[src/rtl/steer_en_ctrl_if.sv]
// Load-cell sample bus and steering-enable status grouped for steer_en_ctrl.
interface steer_en_ctrl_if #(
    parameter int unsigned LD_W = 12
);
    logic [LD_W-1:0] lft_ld;
    logic [LD_W-1:0] rght_ld;
    logic            vld;
    logic            en_steer;
    logic            rider_off;
    logic [1:0]      state_o;

    // Sample source side: drives load cells, observes the controller.
    modport master (
        output lft_ld,
        output rght_ld,
        output vld,
        input  en_steer,
        input  rider_off,
        input  state_o
    );

    // Controller side.
    modport slave (
        input  lft_ld,
        input  rght_ld,
        input  vld,
        output en_steer,
        output rider_off,
        output state_o
    );
endinterface

[src/rtl/steer_en_ctrl.sv]
// Steering enable controller: qualifies rider presence and balance from two
// load cells, waits for a settle period, and debounces rider step-off.
module steer_en_ctrl #(
    parameter int unsigned LD_W         = 12,
    parameter int unsigned MIN_RIDER_WT = 12'h200,
    parameter int unsigned HYST         = 12'h040,
    parameter int unsigned TMR_CYCLES   = 65_000_000,
    parameter int unsigned OFF_DEB      = 8
) (
    input  logic           clk,
    input  logic           rst_n,
    steer_en_ctrl_if.slave bus
);

    localparam int unsigned SUM_W = LD_W + 1;
    localparam int unsigned CMP_W = LD_W + 5;
    localparam int unsigned TMR_W = (TMR_CYCLES > 2) ? $clog2(TMR_CYCLES) : 1;
    localparam int unsigned DEB_W = (OFF_DEB > 2) ? $clog2(OFF_DEB) : 1;

    localparam logic [TMR_W-1:0] TMR_FULL = TMR_W'(TMR_CYCLES - 1);
    localparam logic [DEB_W-1:0] DEB_LAST = DEB_W'(OFF_DEB - 1);
    localparam logic [CMP_W-1:0] HI_TH    = CMP_W'(MIN_RIDER_WT + HYST);
    // Lower bound clamps to zero, so sum_lt_min can never assert in that case.
    localparam logic [CMP_W-1:0] LO_TH    =
        (MIN_RIDER_WT >= HYST) ? CMP_W'(MIN_RIDER_WT - HYST) : '0;

    typedef enum logic [1:0] {
        IDLE  = 2'b00,
        WAIT  = 2'b01,
        STEER = 2'b10
    } state_t;

    state_t           state, state_nxt;
    logic [TMR_W-1:0] tmr_q, tmr_nxt;
    logic [DEB_W-1:0] deb_q, deb_nxt;
    logic             en_steer_q, en_steer_nxt;
    logic             rider_off_q, rider_off_nxt;

    logic [SUM_W-1:0] sum;
    logic [LD_W-1:0]  diff;
    logic [CMP_W-1:0] sum_x, diff_x;
    logic             sum_gt_min, sum_lt_min;
    logic             diff_gt_eighth, diff_gt_15_16;

    // Weight sum, imbalance magnitude and threshold comparisons at full width.
    always_comb begin
        sum            = SUM_W'(bus.lft_ld) + SUM_W'(bus.rght_ld);
        diff           = (bus.lft_ld >= bus.rght_ld) ? (bus.lft_ld - bus.rght_ld)
                                                      : (bus.rght_ld - bus.lft_ld);
        sum_x          = CMP_W'(sum);
        diff_x         = CMP_W'(diff);
        sum_gt_min     = (sum_x > HI_TH);
        sum_lt_min     = (sum_x < LO_TH);
        diff_gt_eighth = ((diff_x << 3) > sum_x);
        diff_gt_15_16  = ((diff_x << 4) > (sum_x * CMP_W'(15)));
    end

    // State, timers and registered outputs.
    always_ff @(posedge clk or negedge rst_n) begin
        if (!rst_n) begin
            state       <= IDLE;
            tmr_q       <= '0;
            deb_q       <= '0;
            en_steer_q  <= 1'b0;
            rider_off_q <= 1'b0;
        end else begin
            state       <= state_nxt;
            tmr_q       <= tmr_nxt;
            deb_q       <= deb_nxt;
            en_steer_q  <= en_steer_nxt;
            rider_off_q <= rider_off_nxt;
        end
    end

    // Next-state, settle timer, step-off debounce and output decode.
    always_comb begin
        state_nxt     = state;
        tmr_nxt       = tmr_q;
        deb_nxt       = deb_q;
        rider_off_nxt = 1'b0;

        case (state)
            IDLE: begin
                if (bus.vld && sum_gt_min) begin
                    state_nxt = WAIT;
                    tmr_nxt   = '0;
                end
            end
            WAIT: begin
                if (bus.vld) begin
                    if (sum_lt_min) begin
                        state_nxt     = IDLE;
                        rider_off_nxt = 1'b1;
                    end else if (diff_gt_eighth) begin
                        tmr_nxt = '0;
                    end else if (tmr_q == TMR_FULL) begin
                        state_nxt = STEER;
                    end else begin
                        tmr_nxt = tmr_q + TMR_W'(1);
                    end
                end
            end
            STEER: begin
                if (bus.vld) begin
                    if (sum_lt_min) begin
                        state_nxt     = IDLE;
                        rider_off_nxt = 1'b1;
                        deb_nxt       = '0;
                    end else if (diff_gt_15_16) begin
                        if (deb_q == DEB_LAST) begin
                            state_nxt = WAIT;
                            tmr_nxt   = '0;
                            deb_nxt   = '0;
                        end else begin
                            deb_nxt = deb_q + DEB_W'(1);
                        end
                    end else begin
                        deb_nxt = '0;
                    end
                end
            end
            default: begin
                // Illegal encoding: recover silently to IDLE.
                state_nxt = IDLE;
                tmr_nxt   = '0;
                deb_nxt   = '0;
            end
        endcase

        en_steer_nxt = (state_nxt == STEER);
    end

    assign bus.en_steer  = en_steer_q;
    assign bus.rider_off = rider_off_q;
    assign bus.state_o   = state;

endmodule

[src/flat_wrapper.sv]
// flat-port wrapper written by rule: the top's interface ports become plain ports
module steer_en_ctrl_flat 
#(
    parameter int unsigned LD_W         = 12,
    parameter int unsigned MIN_RIDER_WT = 12'h200,
    parameter int unsigned HYST         = 12'h040,
    parameter int unsigned TMR_CYCLES   = 65_000_000,
    parameter int unsigned OFF_DEB      = 8
)
  (clk, rst_n, bus_lft_ld, bus_rght_ld, bus_vld, bus_en_steer, bus_rider_off, bus_state_o);
  steer_en_ctrl_if #(.LD_W(LD_W)) bus_i ();
  input  logic clk;
  input  logic rst_n;
  input wire logic [$bits(bus_i.lft_ld)-1:0] bus_lft_ld;
  input wire logic [$bits(bus_i.rght_ld)-1:0] bus_rght_ld;
  input wire logic [$bits(bus_i.vld)-1:0] bus_vld;
  output wire logic [$bits(bus_i.en_steer)-1:0] bus_en_steer;
  output wire logic [$bits(bus_i.rider_off)-1:0] bus_rider_off;
  output wire logic [$bits(bus_i.state_o)-1:0] bus_state_o;
  assign bus_i.lft_ld = bus_lft_ld;
  assign bus_i.rght_ld = bus_rght_ld;
  assign bus_i.vld = bus_vld;
  assign bus_en_steer = bus_i.en_steer;
  assign bus_rider_off = bus_i.rider_off;
  assign bus_state_o = bus_i.state_o;
  steer_en_ctrl #(.LD_W(LD_W), .MIN_RIDER_WT(MIN_RIDER_WT), .HYST(HYST), .TMR_CYCLES(TMR_CYCLES), .OFF_DEB(OFF_DEB)) u_core (.clk(clk), .rst_n(rst_n), .bus(bus_i));
endmodule
[config.mk]
export PLATFORM = sky130hd
export DESIGN_NAME = steer_en_ctrl_flat
export DESIGN_NICKNAME = d
export VERILOG_FILES = /design/src/rtl/steer_en_ctrl_if.sv /design/src/rtl/steer_en_ctrl.sv /design/src/flat_wrapper.sv
export SDC_FILE = /design/constraint.sdc
export NUM_CORES = 1
export LEC_CHECK = 0
export ABC_AREA = 1
export BUFFER_PORTS_ARGS = -buffer_cell sky130_fd_sc_hd__buf_2
export CORE_AREA = 3 3 155 157
export DETAILED_ROUTE_END_ITERATION = 8
export DIE_AREA = 0 0 158 160
export HOLD_SLACK_MARGIN = 0.05
export PLACE_DENSITY = 0.4
export REMOVE_ABC_BUFFERS = 1
export SETUP_SLACK_MARGIN = 0.5
export SKIP_CTS_REPAIR_TIMING = 1
export SLEW_MARGIN = 0
export SYNTH_ARGS = -nofsm -noshare
export SYNTH_HDL_FRONTEND = slang
export SYNTH_SLANG_ARGS = --single-unit
[constraint.sdc]
create_clock -name clk -period 2.4 [get_ports clk]
set_input_delay 0.48 -clock clk [delete_from_list [all_inputs] [get_ports clk]]
set_output_delay 0.48 -clock clk [all_outputs]
set_load 0.005 [all_outputs]
* Word-level counts from Yosys, hierarchy flattened
Index checks and enable logic that the tools add are counted.
** Cells by class
- $add $sub $neg :: 5
- $mul :: 1
- Magnitude comparators :: 5
- Equality and inequality tests :: 13
- Muxes and demuxes :: 29
- Bitwise operators :: 1
- Reduce and logical (&&, ||, !) cells :: 6
** Operator list (number)
- 26-bit 2-to-1 mux :: 9
- 26-bit case mux with 3 select lines :: 1
- 26-bit by 1-bit adder with 26-bit output, second input constant :: 1
- 26-bit equality test, second input constant :: 1
- 12-bit subtractor :: 2
- 2-bit 2-to-1 mux :: 9
- 16-bit by 17-bit greater-than comparator with 1-bit output :: 1
- 13-bit by 4-bit multiplier with 17-bit output, second input constant :: 1
- 15-bit by 13-bit greater-than comparator with 1-bit output :: 1
- 12-bit by 12-bit adder with 13-bit output :: 1
- 13-bit by 10-bit greater-than comparator with 1-bit output, second input constant :: 1
- 13-bit by 9-bit < comparator with 1-bit output, second input constant :: 1
- 12-bit greater-or-equal comparator :: 1
- 12-bit 2-to-1 mux :: 1
- 3-bit 2-to-1 mux :: 4
- 2-bit inequality test, second input constant :: 4
- 8-bit AND reduction :: 1
- 2-bit by 1-bit inequality test with 1-bit output, second input constant :: 3
- 2-bit case mux with 3 select lines :: 1
- 3-bit case mux with 2 select lines :: 1
- 2-bit equality test, second input constant :: 2
- 2-bit OR reduction :: 2
- 3-bit by 1-bit adder with 3-bit output, second input constant :: 1
- 3-bit equality test, second input constant :: 1
- other kinds (7) :: 9
** Word-level totals
- Register bits after elaboration :: 33
- Bits of input ports :: 27
- Output and inout bits :: 4
- Logic and storage cells :: 65

* Logic depth before layout (Yosys ltp)
- Word-level depth :: 8
- Depth in mapped cells :: 42
- Mapped depth without buffers :: 41

* Worst setup path after synthesis
OpenSTA, ideal clock, no wires.
- Path type :: in2reg
- Start :: input bus_rght_ld[2]
- End :: register u_core.tmr_q[7]
- Setup time :: 0.115 ns
- Data arrival time :: 5.545 ns
- Required time :: 2.285 ns
- Slack :: -3.260 ns
- Stages :: 35
- Buffers on the path :: 2
- Cells stage by stage :: inv_1 -> ha_1 -> buf_6 -> nor2_1 -> nand2_1 -> nand2_2 -> xor2_1 -> inv_1 -> fa_1 -> fa_1 -> inv_1 -> ha_1 -> nand3_1 -> nand3_1 -> nand2_1 -> o211ai_1 -> a21o_1 -> nand2_1 -> nand2_1 -> a21oi_1 -> o21ai_0 -> a21oi_1 -> nor2_1 -> nor2_1 -> xor2_1 -> ha_1 -> nand4_1 -> nand3_1 -> nand2_1 -> nand2_1 -> nor2_4 -> nand4_4 -> buf_6 -> nand2_1 -> nand2_2
** Between the ends
- Word-level cells in the longest chain between the ends :: 7
- Elaborated cells on any way between the ends :: 21
- Those cells by class :: add/sub (3); mul (1); order compare (5); eq/ne (5); mux (5); reduce/logical (2)
** RTL lines
- start: declaration :: RTL line flat_wrapper.sv:15 : input wire logic [$bits(bus_i.rght_ld)-1:0] bus_rght_ld;
- branches (longest 7 deep; another with 13-bit by 4-bit multiplier with 17-bit output)
- end signal: assignment :: RTL line steer_en_ctrl.sv:68 : tmr_q <= tmr_nxt;
- end: declaration :: RTL line steer_en_ctrl.sv:34 : logic [TMR_W-1:0] tmr_q, tmr_nxt;
Parallel ways; which one is timed is not known. The select of a mux whose other input is x is not followed.
A chain may end at the register's enable or synchronous reset.

* Worst setup path after layout
- Start :: input bus_rght_ld[2]
- End :: register u_core.tmr_q[4]
The elaborated chain is that of the path after synthesis.

==> impl_summary.md <==
Cells and area
The flip-flop and latch area is 825.8 sq um. The most common cell after layout, fill and taps aside is nand2_1. In the layout the commonest cells are nand2_1 (240), buf_4 (235), inv_1 (168), ha_1 (74), nand2_2 (72). Cells fill 43.36% of the core in the end.

Summing all multi-input logic gate instances after layout gives 5514 sq um. Relative to the synthesized area, the layout overhead comes to 44.18%. The proportion of layout cells with a drive suffix above 1 is 39.89%. 0 antenna diodes ended up in the layout. The final design instance area without fill is 9817 sq um.

The filler cell count is 2426. The net count reported at finish is 1427.

Setup path
Data arrives at the worst endpoint at 5440 ps. In this run the worst setup path terminates at u_core.tmr_q[4]. For the worst flop-to-flop path, the logic depth is 17. The critical path in this run is classified as primary input to flop.

The worst setup path is launched from a primary input. On the critical path, the stage with the largest delay is an instance of fa_1. For the worst setup path, the data required time is 2570 ps. By instance count, the cell type seen most on the critical path is nand2_1.

Of all nets on the critical path, the largest fanout is 13. The dominant delay contributor by cell family on the critical path is simple AND/OR/NAND/NOR gates. In this run the worst setup path begins at bus_rght_ld[2].

The worst register-to-register path ends at u_core.tmr_q[22]. The reg-to-reg startpoint is u_core.tmr_q[0]. The combined buffer and inverter count along the critical path is 10. The path length in cells of the critical path is 38.

The worst stage delay on the critical path is 540 ps. Across all register-to-register paths, the minimum setup slack is -10 ps. The element type at the critical path end is a flop.

Logic synthesis
After synthesis, the netlist uses 58 different library cells. The xor and xnor fraction of the mapped netlist area is 6.689%. The number of warnings printed during yosys synthesis is 0. The top cell type by area accounts for 16.35% of the synthesized area. Summing the areas of all compound-gate instances in the mapped netlist gives 8.232% of the synthesized area. The average size of a mapped cell is 6.630 sq um.

The simple-gate portion of the synthesized area is 37.49%. After synthesis, the share of cell area in mux cells is 0%. The adder and majority cell fraction of the synthesized area is 21.21%. The register area share after synthesis is 12.13%.

The synthesized design contains 33 register bits. The fraction of synthesis flops using an asynchronous set or reset pin is 100.0%. The post-synthesis cell area is 6809 sq um. The number of enable-type register cells in the synthesized netlist is 0. The dominant register cell in the synthesized netlist is dfrtp_1. By area, the combinational part of the netlist is dominated by simple AND/OR/NAND/NOR gates. The cell type with the highest aggregate area in the netlist is ha_1. Ranked by total cell area, the synthesized netlist is headed by ha_1 (16%), nand2_1 (15%), dfrtp_1 (12%), inv_1 (10%), xor2_1 (4.8%). The instance count of the mapped netlist is 1027.

STA
Setup slack on the critical path of the routed design comes to -2862 ps. For the finished layout, the period the worst path requires is 5262 ps. The share of the clock period used by the worst path is 219.3%.

For the pin with the worst max-slew slack, the measured transition is 820.8 ps. Setup repair after global routing could not meet its margin everywhere. The final count of hold timing violations came to 0. Setup violations remaining at the end of the flow were counted as 33. After routing, the total negative slack on setup checks comes to -89720 ps. In this run the tightest slew margin relative to its limit is 45.28%.

The max-slew violation total from the final report is 0. For this run, the top clock speed supported by timing is 190.0 MHz. The worst setup skew after layout is 5.579 ps.

Die
The floorplan row count is 55. The I/O pin total is 31. The die covers 25280 sq um. The height of the chip is 160 um. The core region area is 22640 sq um. The x dimension of the die is 158 um. Once the floorplan was initialized, standard cells occupied 30.07% of the core.

Hold path
The worst hold path belongs to the class primary input to asynchronous set/reset pin.

Place
The sum of net half-perimeters after detailed placement is 17020 um. The standard cell area after detailed placement is 8974 sq um. The final weighted congestion in routability-driven placement is 0.8328. The quantity of I/O buffers inserted on ports is 30.

Route
Before antenna repair, the detailed router went through 4 iterations. The final layout contains routed wiring with a total length of 20000 um. The count of nets left with antenna violations once routing finished came out at 0. After detailed routing, the average wire length per cell comes to 12.65 um. The detailed router finished its first iteration with 188 violations. The count of unresolved DRC violations after routing is 0.

The mean number of vias per cell is 4.373. The detailed-route via count is 6913.

Power
Power spread over the standard cell area amounts to 1036 nW/um^2. The switching fraction of total power is 47.85%. The design draws 0.01017 W. The combinational cell fraction of total power is 87.9%.

Sequential cells burn 5.8% of the power. The maximum ir drop on the vdd rail is 625.8 uV. The internal portion of the total power is 0.005302 W.

The share of total power dissipated in the clock network is 6.4%. The leakage power total is 5.331 nW. The switching power of the nets is 0.004864 W.

Clock tree
Clock-pin slew was measured on the worst setup and hold paths at 60 ps. The CTS tree is built. The clock sink count is 33. The insertion delay to the later sink of the worst-skew pair is 280 ps. Counting along the longest clock path gives a buffer depth of 2. Clock tree synthesis selected as its root buffer the cell clkbuf_16. The number of clock buffers inserted by TritonCTS is 5.

CTS built an H-tree with a depth of 2.

Outcome
The flow ran to the end, but the final reports show violations. The checks that failed: negative setup slack.

Global routing
The via count of the first global-routing pass is 7012. The global-route wire length before repair is 32840 um. The initial antenna violation count came to 0. After global routing the overflow that remains totals 0. The global routing usage summed across all routing layers is 15.79%.

The pin count of the biggest net entering global routing is 34.

Run
The tool flagged a number of max-cap violations equal to 0.
[layer usage]
layer | GRT usage [%] | part of all wire, % | wire length, um
met5 | 0 | 0 | 0
met4 | 2.933 | 1.1 | 216
met3 | 1.111 | 1.7 | 339
met2 | 30.61 | 54 | 10840
met1 | 18.87 | 43 | 8598
[area by class of cell]
| type | instances | area share, % |
|---|---|---|
| multi-input combinational | 769 | 56.17 |
| timing repair buffer | 279 | 22.29 |
| sequential | 33 | 8.412 |
| inverter | 207 | 8.042 |
| tap | 285 | 3.632 |
| clock buffer | 5 | 1.275 |
| clock inverter | 3 | 0.1784 |
[cell usage after synthesis, types with 2 or more instances]
| master | instances |
|---|---|
| a21boi_0 | 2 |
| a21o_1 | 2 |
| a21oi_1 | 36 |
| a21oi_2 | 3 |
| a21oi_4 | 2 |
| a31oi_1 | 8 |
| buf_12 | 2 |
| buf_4 | 4 |
| buf_6 | 9 |
| dfrtp_1 | 33 |
| fa_1 | 16 |
| ha_1 | 89 |
| inv_1 | 184 |
| inv_2 | 18 |
| inv_4 | 4 |
| nand2_1 | 274 |
| nand2_2 | 46 |
| nand2_4 | 13 |
| nand3_1 | 41 |
| nand3_2 | 9 |
| nand4_1 | 18 |
| nor2_1 | 72 |
| nor2_2 | 11 |
| nor2_4 | 5 |
| nor2_8 | 2 |
| nor3_1 | 16 |
| nor3_2 | 3 |
| nor3b_1 | 3 |
| nor4_1 | 5 |
| o21ai_0 | 16 |
| o21ai_1 | 3 |
| o21bai_1 | 6 |
| o22ai_1 | 2 |
| or2_2 | 4 |
| xnor2_1 | 5 |
| xor2_1 | 37 |
| xor2_2 | 2 |
| xor2_4 | 2 |
[cell families (layout without fill, tap and decap cells)]
family	count (synthesis)	count (layout)
adder cells (fa/ha/maj)	106	106
flip-flops	33	33
XOR/XNOR	46	46
buffers and inverters	225	494
AO/OA/AOI/OAI	90	90
AND/OR/NAND/NOR	527	527
[stage by stage]
stage                     std cells  hold WS (ps)  setup WS (ps)
after floorplan                1009         184.4          -3395
after global placement         1561         492.6          -3527
after detailed placement       1561         493.5          -3554
after CTS                      1569         329.6          -3281
after global routing           1581         372.1          -3237
final                          1581         290.1          -2862
[sequential cells by signal, summed over array words and instances, names as in the netlist]
name and count:
u_core.bus.rider_off 1, u_core.deb_q 3, u_core.tmr_q 26, u_core.bus.en_steer 1, u_core.bus.state_o 2
[worst register-to-register path, cell delays in order (launching register included)]
cell	delay, ps
dfrtp_1	400
ha_1	190
nand2_1	90
nor2_1	170
nand3_1	120
nor2_1	100
inv_1	60
nor2_1	150
nand2_1	110
nor2_2	120
nand2_1	100
nor3_2	140
nand2_1	100
buf_4	140
xor2_1	130
nor2_1	100
nand2_1	80
nand2_2	60
[power by group through the flow]
stage | sequential [W] | clock (W) | combinational [W]
5_1_grt | 0.000588 | 0.000696 | 0.0101
2_1_floorplan | 0.000594 | 0 | 0.00441
3_3_place_gp | 0.000596 | 0 | 0.00743
4_1_cts | 0.000585 | 0.000667 | 0.00749
6_report | 0.000585 | 0.000649 | 0.00893
3_5_place_dp | 0.000596 | 0 | 0.00746
[worst min path at each step]
stage | end | slack (ps)
floorplan | u_core.bus.en_steer | 180
global placement | u_core.deb_q[1] | 490
detailed placement | u_core.deb_q[1] | 490
CTS | u_core.tmr_q[20] | 330
global route | u_core.tmr_q[20] | 370
finish | u_core.bus.en_steer | 290
Note: power is estimated with default switching activity, not from simulation.
